**config.mk**
```make
export PLATFORM = sky130hd
export DESIGN_NAME = complete_retire
export DESIGN_NICKNAME = d
export VERILOG_FILES = /design/src/rtl/complete_retire_pkg.sv /design/src/rtl/complete_retire_retire_select.sv /design/src/rtl/complete_retire.sv
export SDC_FILE = /design/constraint.sdc
export NUM_CORES = 2
export LEC_CHECK = 0
export CAP_MARGIN = 0
export CORE_AREA = 4 4 351 353
export DETAILED_ROUTE_END_ITERATION = 8
export DIE_AREA = 0 0 355 357
export PLACE_DENSITY = 0.86
export SLEW_MARGIN = 40
export SYNTH_ARGS = -nofsm -noshare
export SYNTH_HDL_FRONTEND = slang
export SYNTH_SLANG_ARGS = --single-unit
```
**constraint.sdc**
```tcl
create_clock -name i_clk -period 8.5 [get_ports i_clk]
set_input_delay 2.125 -clock i_clk [delete_from_list [all_inputs] [get_ports i_clk]]
set_output_delay 2.125 -clock i_clk [all_outputs]
set_load 0.02 [all_outputs]
```
**src/rtl/complete_retire_pkg.sv**
```systemverilog
// ---------------------------------------------------------------------------
// complete_retire_pkg
// Shared types and sizing constants for the reorder-buffer complete/retire
// block.
//   word                  : 32-bit datapath word
//   rob_tag_t             : reorder-buffer entry tag
//   complete_stage_struct : one functional-unit completion record
// ---------------------------------------------------------------------------
package complete_retire_pkg;

    localparam int ROB_DEPTH    = 16;
    localparam int RETIRE_WIDTH = 2;
    localparam int TAG_W        = $clog2(ROB_DEPTH);

    typedef logic [31:0]      word;
    typedef logic [TAG_W-1:0] rob_tag_t;

    typedef struct packed {
        rob_tag_t   ROBNumber;
        logic       RegWrite;
        logic       MemWrite;
        logic       ready;
        logic [1:0] fu;
        word        FU_Result;
    } complete_stage_struct;

endpackage

```
**src/rtl/complete_retire_retire_select.sv**
```systemverilog
// ---------------------------------------------------------------------------
// retire_select
// Combinational retire window: decides which of the two oldest entries
// retire this cycle.
//   i_head   : oldest entry index
//   i_valid  : per-entry allocated bits
//   i_done   : per-entry completed bits
//   i_store  : per-entry store flags
//   o_ret0   : entry at head retires
//   o_ret1   : entry at head+1 retires (only together with o_ret0)
//   o_idx1   : index of head+1 (wraps)
// ---------------------------------------------------------------------------
module retire_select
    import complete_retire_pkg::*;
#(
    parameter int  ROB_DEPTH    = complete_retire_pkg::ROB_DEPTH,
    parameter int  RETIRE_WIDTH = complete_retire_pkg::RETIRE_WIDTH,
    localparam int TW           = $clog2(ROB_DEPTH)
)(
    input  logic [TW-1:0]        i_head,
    input  logic [ROB_DEPTH-1:0] i_valid,
    input  logic [ROB_DEPTH-1:0] i_done,
    input  logic [ROB_DEPTH-1:0] i_store,
    output logic                 o_ret0,
    output logic                 o_ret1,
    output logic [TW-1:0]        o_idx1
);

    always_comb begin
        o_idx1 = i_head + TW'(1);
        o_ret0 = i_valid[i_head] & i_done[i_head];
        // Only one memory port: a second store waits for the next cycle.
        o_ret1 = (RETIRE_WIDTH > 1) & o_ret0
               & i_valid[o_idx1] & i_done[o_idx1]
               & ~(i_store[i_head] & i_store[o_idx1]);
    end

endmodule

```
**src/rtl/complete_retire.sv**
```systemverilog
// ---------------------------------------------------------------------------
// complete_retire
// Reorder buffer: allocates entries in program order, accepts up to three
// functional-unit completions per cycle, and retires up to two completed
// entries in order, producing registered register-file and store writes.
//   i_clk / i_rst          : clock, asynchronous active-high reset
//   i_alloc_*              : tail allocation request and payload
//   o_alloc_ready/o_alloc_tag : allocation handshake and assigned tag
//   i_complete_result[0:2] : per-FU completion records
//   o_rf_we/waddr/wdata    : per-slot register writes (registered)
//   o_mem_we/addr/wdata    : committed store (registered)
//   o_retire_count         : entries retired on the previous edge
//   o_empty / o_full       : occupancy flags
// ---------------------------------------------------------------------------
module complete_retire
    import complete_retire_pkg::*;
#(
    parameter int  ROB_DEPTH    = complete_retire_pkg::ROB_DEPTH,
    parameter int  RETIRE_WIDTH = complete_retire_pkg::RETIRE_WIDTH,
    localparam int TW           = $clog2(ROB_DEPTH)
)(
    input  logic                 i_clk,
    input  logic                 i_rst,
    input  logic                 i_alloc_valid,
    input  logic [4:0]           i_alloc_rd,
    input  logic                 i_alloc_regwrite,
    input  logic                 i_alloc_memwrite,
    input  word                  i_alloc_store_data,
    output logic                 o_alloc_ready,
    output logic [TW-1:0]        o_alloc_tag,
    input  complete_stage_struct i_complete_result [0:2],
    output logic                 o_rf_we    [0:1],
    output logic [4:0]           o_rf_waddr [0:1],
    output word                  o_rf_wdata [0:1],
    output logic                 o_mem_we,
    output word                  o_mem_addr,
    output word                  o_mem_wdata,
    output logic [1:0]           o_retire_count,
    output logic                 o_empty,
    output logic                 o_full
);

    localparam logic [TW:0] CNT_FULL = (TW+1)'(ROB_DEPTH);

    logic [TW-1:0]        r_head;
    logic [TW-1:0]        r_tail;
    logic [TW:0]          r_count;
    logic [ROB_DEPTH-1:0] r_valid;
    logic [ROB_DEPTH-1:0] r_done;
    logic [ROB_DEPTH-1:0] r_store;
    logic [ROB_DEPTH-1:0] r_regw;
    logic [4:0]           r_rd     [ROB_DEPTH];
    word                  r_sdata  [ROB_DEPTH];
    word                  r_result [ROB_DEPTH];

    logic          w_alloc;
    logic [2:0]    w_accept;
    logic          w_ret0;
    logic          w_ret1;
    logic [TW-1:0] w_idx1;
    logic [1:0]    w_nret;
    logic          w_rf_we0;
    logic          w_rf_we1;
    logic          w_st0;
    logic          w_st1;

    assign o_alloc_ready = (r_count != CNT_FULL);
    assign o_alloc_tag   = r_tail;
    assign o_empty       = (r_count == '0);
    assign o_full        = (r_count == CNT_FULL);
    assign w_alloc       = i_alloc_valid & o_alloc_ready;

    retire_select #(
        .ROB_DEPTH    (ROB_DEPTH),
        .RETIRE_WIDTH (RETIRE_WIDTH)
    ) u_retire_select (
        .i_head  (r_head),
        .i_valid (r_valid),
        .i_done  (r_done),
        .i_store (r_store),
        .o_ret0  (w_ret0),
        .o_ret1  (w_ret1),
        .o_idx1  (w_idx1)
    );

    always_comb begin
        for (int s = 0; s < 3; s++) begin
            w_accept[s] = i_complete_result[s].ready
                        & r_valid[i_complete_result[s].ROBNumber];
        end
        w_nret   = {1'b0, w_ret0} + {1'b0, w_ret1};
        w_rf_we0 = w_ret0 & r_regw[r_head] & (r_rd[r_head] != 5'd0);
        w_rf_we1 = w_ret1 & r_regw[w_idx1] & (r_rd[w_idx1] != 5'd0);
        w_st0    = w_ret0 & r_store[r_head];
        w_st1    = w_ret1 & r_store[w_idx1];
    end

    // Pointers and per-entry status. Later assignments win: a retiring entry
    // is cleared even if a stale completion names it in the same cycle.
    always_ff @(posedge i_clk or posedge i_rst) begin
        if (i_rst) begin
            r_head  <= '0;
            r_tail  <= '0;
            r_count <= '0;
            r_valid <= '0;
            r_done  <= '0;
        end else begin
            for (int s = 0; s < 3; s++) begin
                if (w_accept[s]) r_done[i_complete_result[s].ROBNumber] <= 1'b1;
            end
            if (w_ret0) begin
                r_valid[r_head] <= 1'b0;
                r_done[r_head]  <= 1'b0;
            end
            if (w_ret1) begin
                r_valid[w_idx1] <= 1'b0;
                r_done[w_idx1]  <= 1'b0;
            end
            if (w_alloc) begin
                r_valid[r_tail] <= 1'b1;
                r_done[r_tail]  <= 1'b0;
            end
            r_head  <= r_head + TW'(w_nret);
            r_tail  <= r_tail + TW'(w_alloc);
            r_count <= r_count + (TW+1)'(w_alloc) - (TW+1)'(w_nret);
        end
    end

    // Entry payload; only meaningful while the valid bit is set, so no reset.
    // Slot loop order makes the highest slot win on a duplicate tag.
    always_ff @(posedge i_clk) begin
        if (w_alloc) begin
            r_rd[r_tail]    <= i_alloc_rd;
            r_regw[r_tail]  <= i_alloc_regwrite;
            r_store[r_tail] <= i_alloc_memwrite;
            if (i_alloc_memwrite) r_sdata[r_tail] <= i_alloc_store_data;
        end
        for (int s = 0; s < 3; s++) begin
            if (w_accept[s]) r_result[i_complete_result[s].ROBNumber] <= i_complete_result[s].FU_Result;
        end
    end

    always_ff @(posedge i_clk or posedge i_rst) begin
        if (i_rst) begin
            o_retire_count <= '0;
            o_rf_we[0]     <= 1'b0;
            o_rf_we[1]     <= 1'b0;
            o_rf_waddr[0]  <= '0;
            o_rf_waddr[1]  <= '0;
            o_rf_wdata[0]  <= '0;
            o_rf_wdata[1]  <= '0;
            o_mem_we       <= 1'b0;
            o_mem_addr     <= '0;
            o_mem_wdata    <= '0;
        end else begin
            o_retire_count <= w_nret;
            o_rf_we[0]     <= w_rf_we0;
            o_rf_we[1]     <= w_rf_we1;
            o_mem_we       <= w_st0 | w_st1;
            if (w_rf_we0) begin
                o_rf_waddr[0] <= r_rd[r_head];
                o_rf_wdata[0] <= r_result[r_head];
            end
            if (w_rf_we1) begin
                o_rf_waddr[1] <= r_rd[w_idx1];
                o_rf_wdata[1] <= r_result[w_idx1];
            end
            if (w_st0) begin
                o_mem_addr  <= r_result[r_head];
                o_mem_wdata <= r_sdata[r_head];
            end else if (w_st1) begin
                o_mem_addr  <= r_result[w_idx1];
                o_mem_wdata <= r_sdata[w_idx1];
            end
        end
    end

endmodule

```
==> results.yml <==
clocking:
  path_clk_slew_ns: 0.06
  cts_made_buffers: 141
  post_cts_resized: 0
  cts.sinks: 1324
  holdBufCountCts: 0
  cts_tree: "done"
  cts_buffer_depth: 3
  clock_latency_ns: 0.81
  cts-htree-levels: 4
  cts_setup_buffers: 0
  cts_root_buf: "clkbuf_16"
detailed_routing:
  routed_via_density: 7.60
  detail-route-antenna-nets: 0
  drc: 0
  num_vias: 50200
  totalWireLength_um: 234000
  first_pass_iters: 9
  drt_iter0_markers: 9164
  post_drt_wl_per_cell_um: 35.5
setup_path:
  crit_path_cell_trace: "buf_4, buf_12, nor2b_1, a22o_1, nor2_1, a31o_4, inv_1, nand3_2, inv_1, ha_1, ha_1, inv_1, ha_1, inv_1, fa_1, inv_1, a21oi_1, nor2_1, nor2_1, xnor2_1"
  crit_type: "flip-flop to flip-flop"
  path_depth: 20
  worstPathMaxFanout: 40
  crit_path_frequent_cell: "inv_1"
  slowest_delay_ns: 0.66
  worstPathRequired_ns: 9.17
  critPathBufInv: 7
  path_delay_family: "buffers and inverters"
  slowest_stage: "dfrtp_4"
  start_kind: "flip-flop"
  arrival_ns: 6.52
  reg2reg_depth: 20
  r2r-start: "r_head[3]"
  setup.worst_path.end_class: "flip-flop"
  startpoint: "r_head[3]"
flow_run:
  cap_violations: 0
sta:
  rsz0062_at_grt: "no"
  setup_viol: 0
  fin_skew_ns: 0.0412
  fmax_ghz: 0.171
  maxSlewHeadroom_pct: 37.7
  setup_tns_ns: 0
  maxSlewViolCount: 0
  timing.hold.ws_ns: 0.486
  fin_crit_sh_pct: 68.8
  hold_viol_final: 0
  period_needed_ns: 5.85
  worst_pin_slew_ns: 0.935
floorplanning:
  fp.dieW_um: 355
  pin_count: 315
  initial_utilization_pct: 59.6
  core_mm2: 0.120
  die_h_um: 357
  rows: 127
  die_area_mm2: 0.127
logic_synthesis:
  synth_area_leaders: "edfxtp_1, mux4_2, mux2i_1"
  yosysTopAreaCell: "edfxtp_1"
  synth_compound_area_share_pct: 5.80
  synth_top_area_share_pct: 47.8
  synth_edf_count: 1136
  syn-num-nets: 4979
  synthFlopType: "edfxtp_1"
  synthXorXnorAreaFrac_pct: 0.147
  synthAdderAreaFrac_pct: 0.371
  netlist_instances: 4794
  syn_area_mm2: 0.0714
  seq_area_frac_synth_pct: 54.4
  synth_mux_area_share_pct: 31.0
  synth_top_family_by_area: "multiplexers"
  async_reset_ff_share_pct: 14.2
  ys.warnings.count: 0
  synth_cell_types: 50
  synthSimpleGateAreaFrac_pct: 5.05
  ys_ff_latch: 1324
  synth.avg_cell_area_um2: 14.9
placement:
  place_congestion: 0.906
  hpwl_um: 128000
  numPortBuffers: 302
pwr:
  total_power_w: 0.0295
  leakage_nw: 27.2
  p_per_area_mw_per_mm2: 366
  ir_drop_uv: 532
global_route:
  grt.total_usage_pct: 36.7
  grt_first_pass_wirelength_um: 337000
  grt_max_degree: 140
  grt_pass1_vias: 50500
  antenna_found_initial: 44
  grt_overflow_total: 0
min_path:
  whs_path_depth: 1
  min_from: "o_mem_wdata[27]"
  hp-class: "flip-flop to flip-flop"
final_layout:
  drive_gt1_share_pct: 23.8
  areaGrowthSynthToFinish_pct: 12.7
  num-nets-final: 5023
  fillCellCount: 7569
run_status:
  status: "completed"
[path summary, 6_finish.rpt]
check                                       end  slack (ns)
max in group asynchronous             r_head[3]        5.48
worst max-delay path                 r_count[4]        2.65
worst min register to register  o_mem_wdata[27]        0.49
min in group asynchronous       o_mem_wdata[27]        1.78
worst min-delay path            o_mem_wdata[27]        0.49
worst max register to register       r_count[4]        2.65
[metal layers]
| layer | wire [µm] | up-vias | global-route usage, % | share of wire (%) |
|---|---|---|---|---|
| met2 | 110000 | 5107 | 57.0 | 47 |
| met1 | 71300 | 24700 | 43.6 | 30 |
| li1 | - | 19100 | - | - |
| met5 | 198 | - | 0 | 0.085 |
| met4 | 17300 | 26 | 23.8 | 7.4 |
| met3 | 35800 | 1198 | 13.3 | 15 |
[placed cells by master, fill, tap and decap left out, types with 6 or more instances in the layout]
| cell | instances |
|---|---|
| a211oi_1 | 7 |
| a21oi_1 | 196 |
| a22oi_1 | 11 |
| a31oi_1 | 68 |
| and2_1 | 68 |
| and2_2 | 13 |
| and3_1 | 7 |
| and3_2 | 11 |
| buf_12 | 10 |
| buf_4 | 74 |
| buf_6 | 32 |
| bufinv_16 | 6 |
| clkbuf_1 | 39 |
| clkbuf_16 | 145 |
| clkbuf_8 | 14 |
| clkdlybuf4s50_1 | 301 |
| clkinv_1 | 24 |
| clkinv_2 | 15 |
| clkinv_8 | 6 |
| dfrtp_1 | 184 |
| diode_2 | 36 |
| edfxtp_1 | 1136 |
| ha_1 | 17 |
| inv_1 | 35 |
| mux2_1 | 12 |
| mux2_2 | 62 |
| mux2i_1 | 517 |
| mux4_2 | 717 |
| nand2_1 | 393 |
| nand2_2 | 9 |
| nand2_4 | 6 |
| nand3_1 | 24 |
| nor2_1 | 228 |
| nor3_1 | 24 |
| o211ai_1 | 13 |
| o21ai_0 | 356 |
| o2bb2ai_1 | 64 |
| xnor2_1 | 7 |
[final cells by class]
| type | count | area, µm² | area share (%) |
|---|---|---|---|
| multi-input combinational | 2910 | 30600 | 38.0 |
| timing repair buffer | 425 | 4280 | 5.31 |
| tap | 1612 | 2020 | 2.51 |
| antenna | 36 | 90.1 | 0.112 |
| clock inverter | 63 | 568 | 0.706 |
| clock buffer | 197 | 3950 | 4.91 |
| inverter | 36 | 143 | 0.177 |
| sequential | 1324 | 38800 | 48.2 |
[synthesized netlist by cell type, drive strengths merged, types with 4 or more instances]
cell     count
a21oi      196
xnor2        8
a22oi       11
mux4       717
and3b        5
inv         36
edfxtp    1136
nand2b       5
xor2         4
nand2      408
a31oi       68
buf        223
nor3        26
clkbuf     301
a211oi       7
and2        83
nor2       230
nor3b        8
nor2b       10
or3          8
mux2        74
dfrtp      188
nand3       25
o211ai      14
o21ai      361
o2bb2ai     64
ha          18
and3        18
mux2i      517
[cell families (layout without fill, tap and decap cells)]
kind of cell               count (synthesis)  in the layout
AOI/OAI and AO/OA                        734            734
xor gates and xnor gates                  12             12
adders and majority gates                 20             20
buffers and inverters                    560            721
DFF                                     1324           1324
muxes                                   1308           1308
other                                      0             36
and+or+nand+nor                          836            836
[metrics by stage]
stage | setup slack (ns) | instance area, µm² | instances | utilization [%]
2_1_floorplan | 1.26 | 71400 | 4794 | -
3_3_place_gp | 2.53 | 75400 | 6293 | 63.0
3_5_place_dp | 2.50 | 75700 | 6303 | 63.2
4_1_cts | 2.82 | 80200 | 6563 | 67.0
5_1_grt | 2.48 | 80400 | 6585 | 67.1
6_report | 2.65 | 80500 | 6603 | 67.2
[power breakdown]
group | switching, W | internal, W | total (W)
logic | 0.00811 | 0.00669 | 0.0148
registers | 0.000630 | 0.00791 | 0.00854
clock network | 0.00269 | 0.00345 | 0.00614
total | 0.0114 | 0.0181 | 0.0295
[state kept, by name, summed over array words and instances, names as in the netlist, 5 cells and up]
signal	cells
o_mem_addr	32
o_mem_wdata	32
o_rf_waddr	10
o_rf_wdata	64
r_count	5
r_done	16
r_rd	80
r_regw	16
r_result	512
r_sdata	512
r_store	16
r_valid	16
Note: power is estimated with default switching activity, not from simulation.
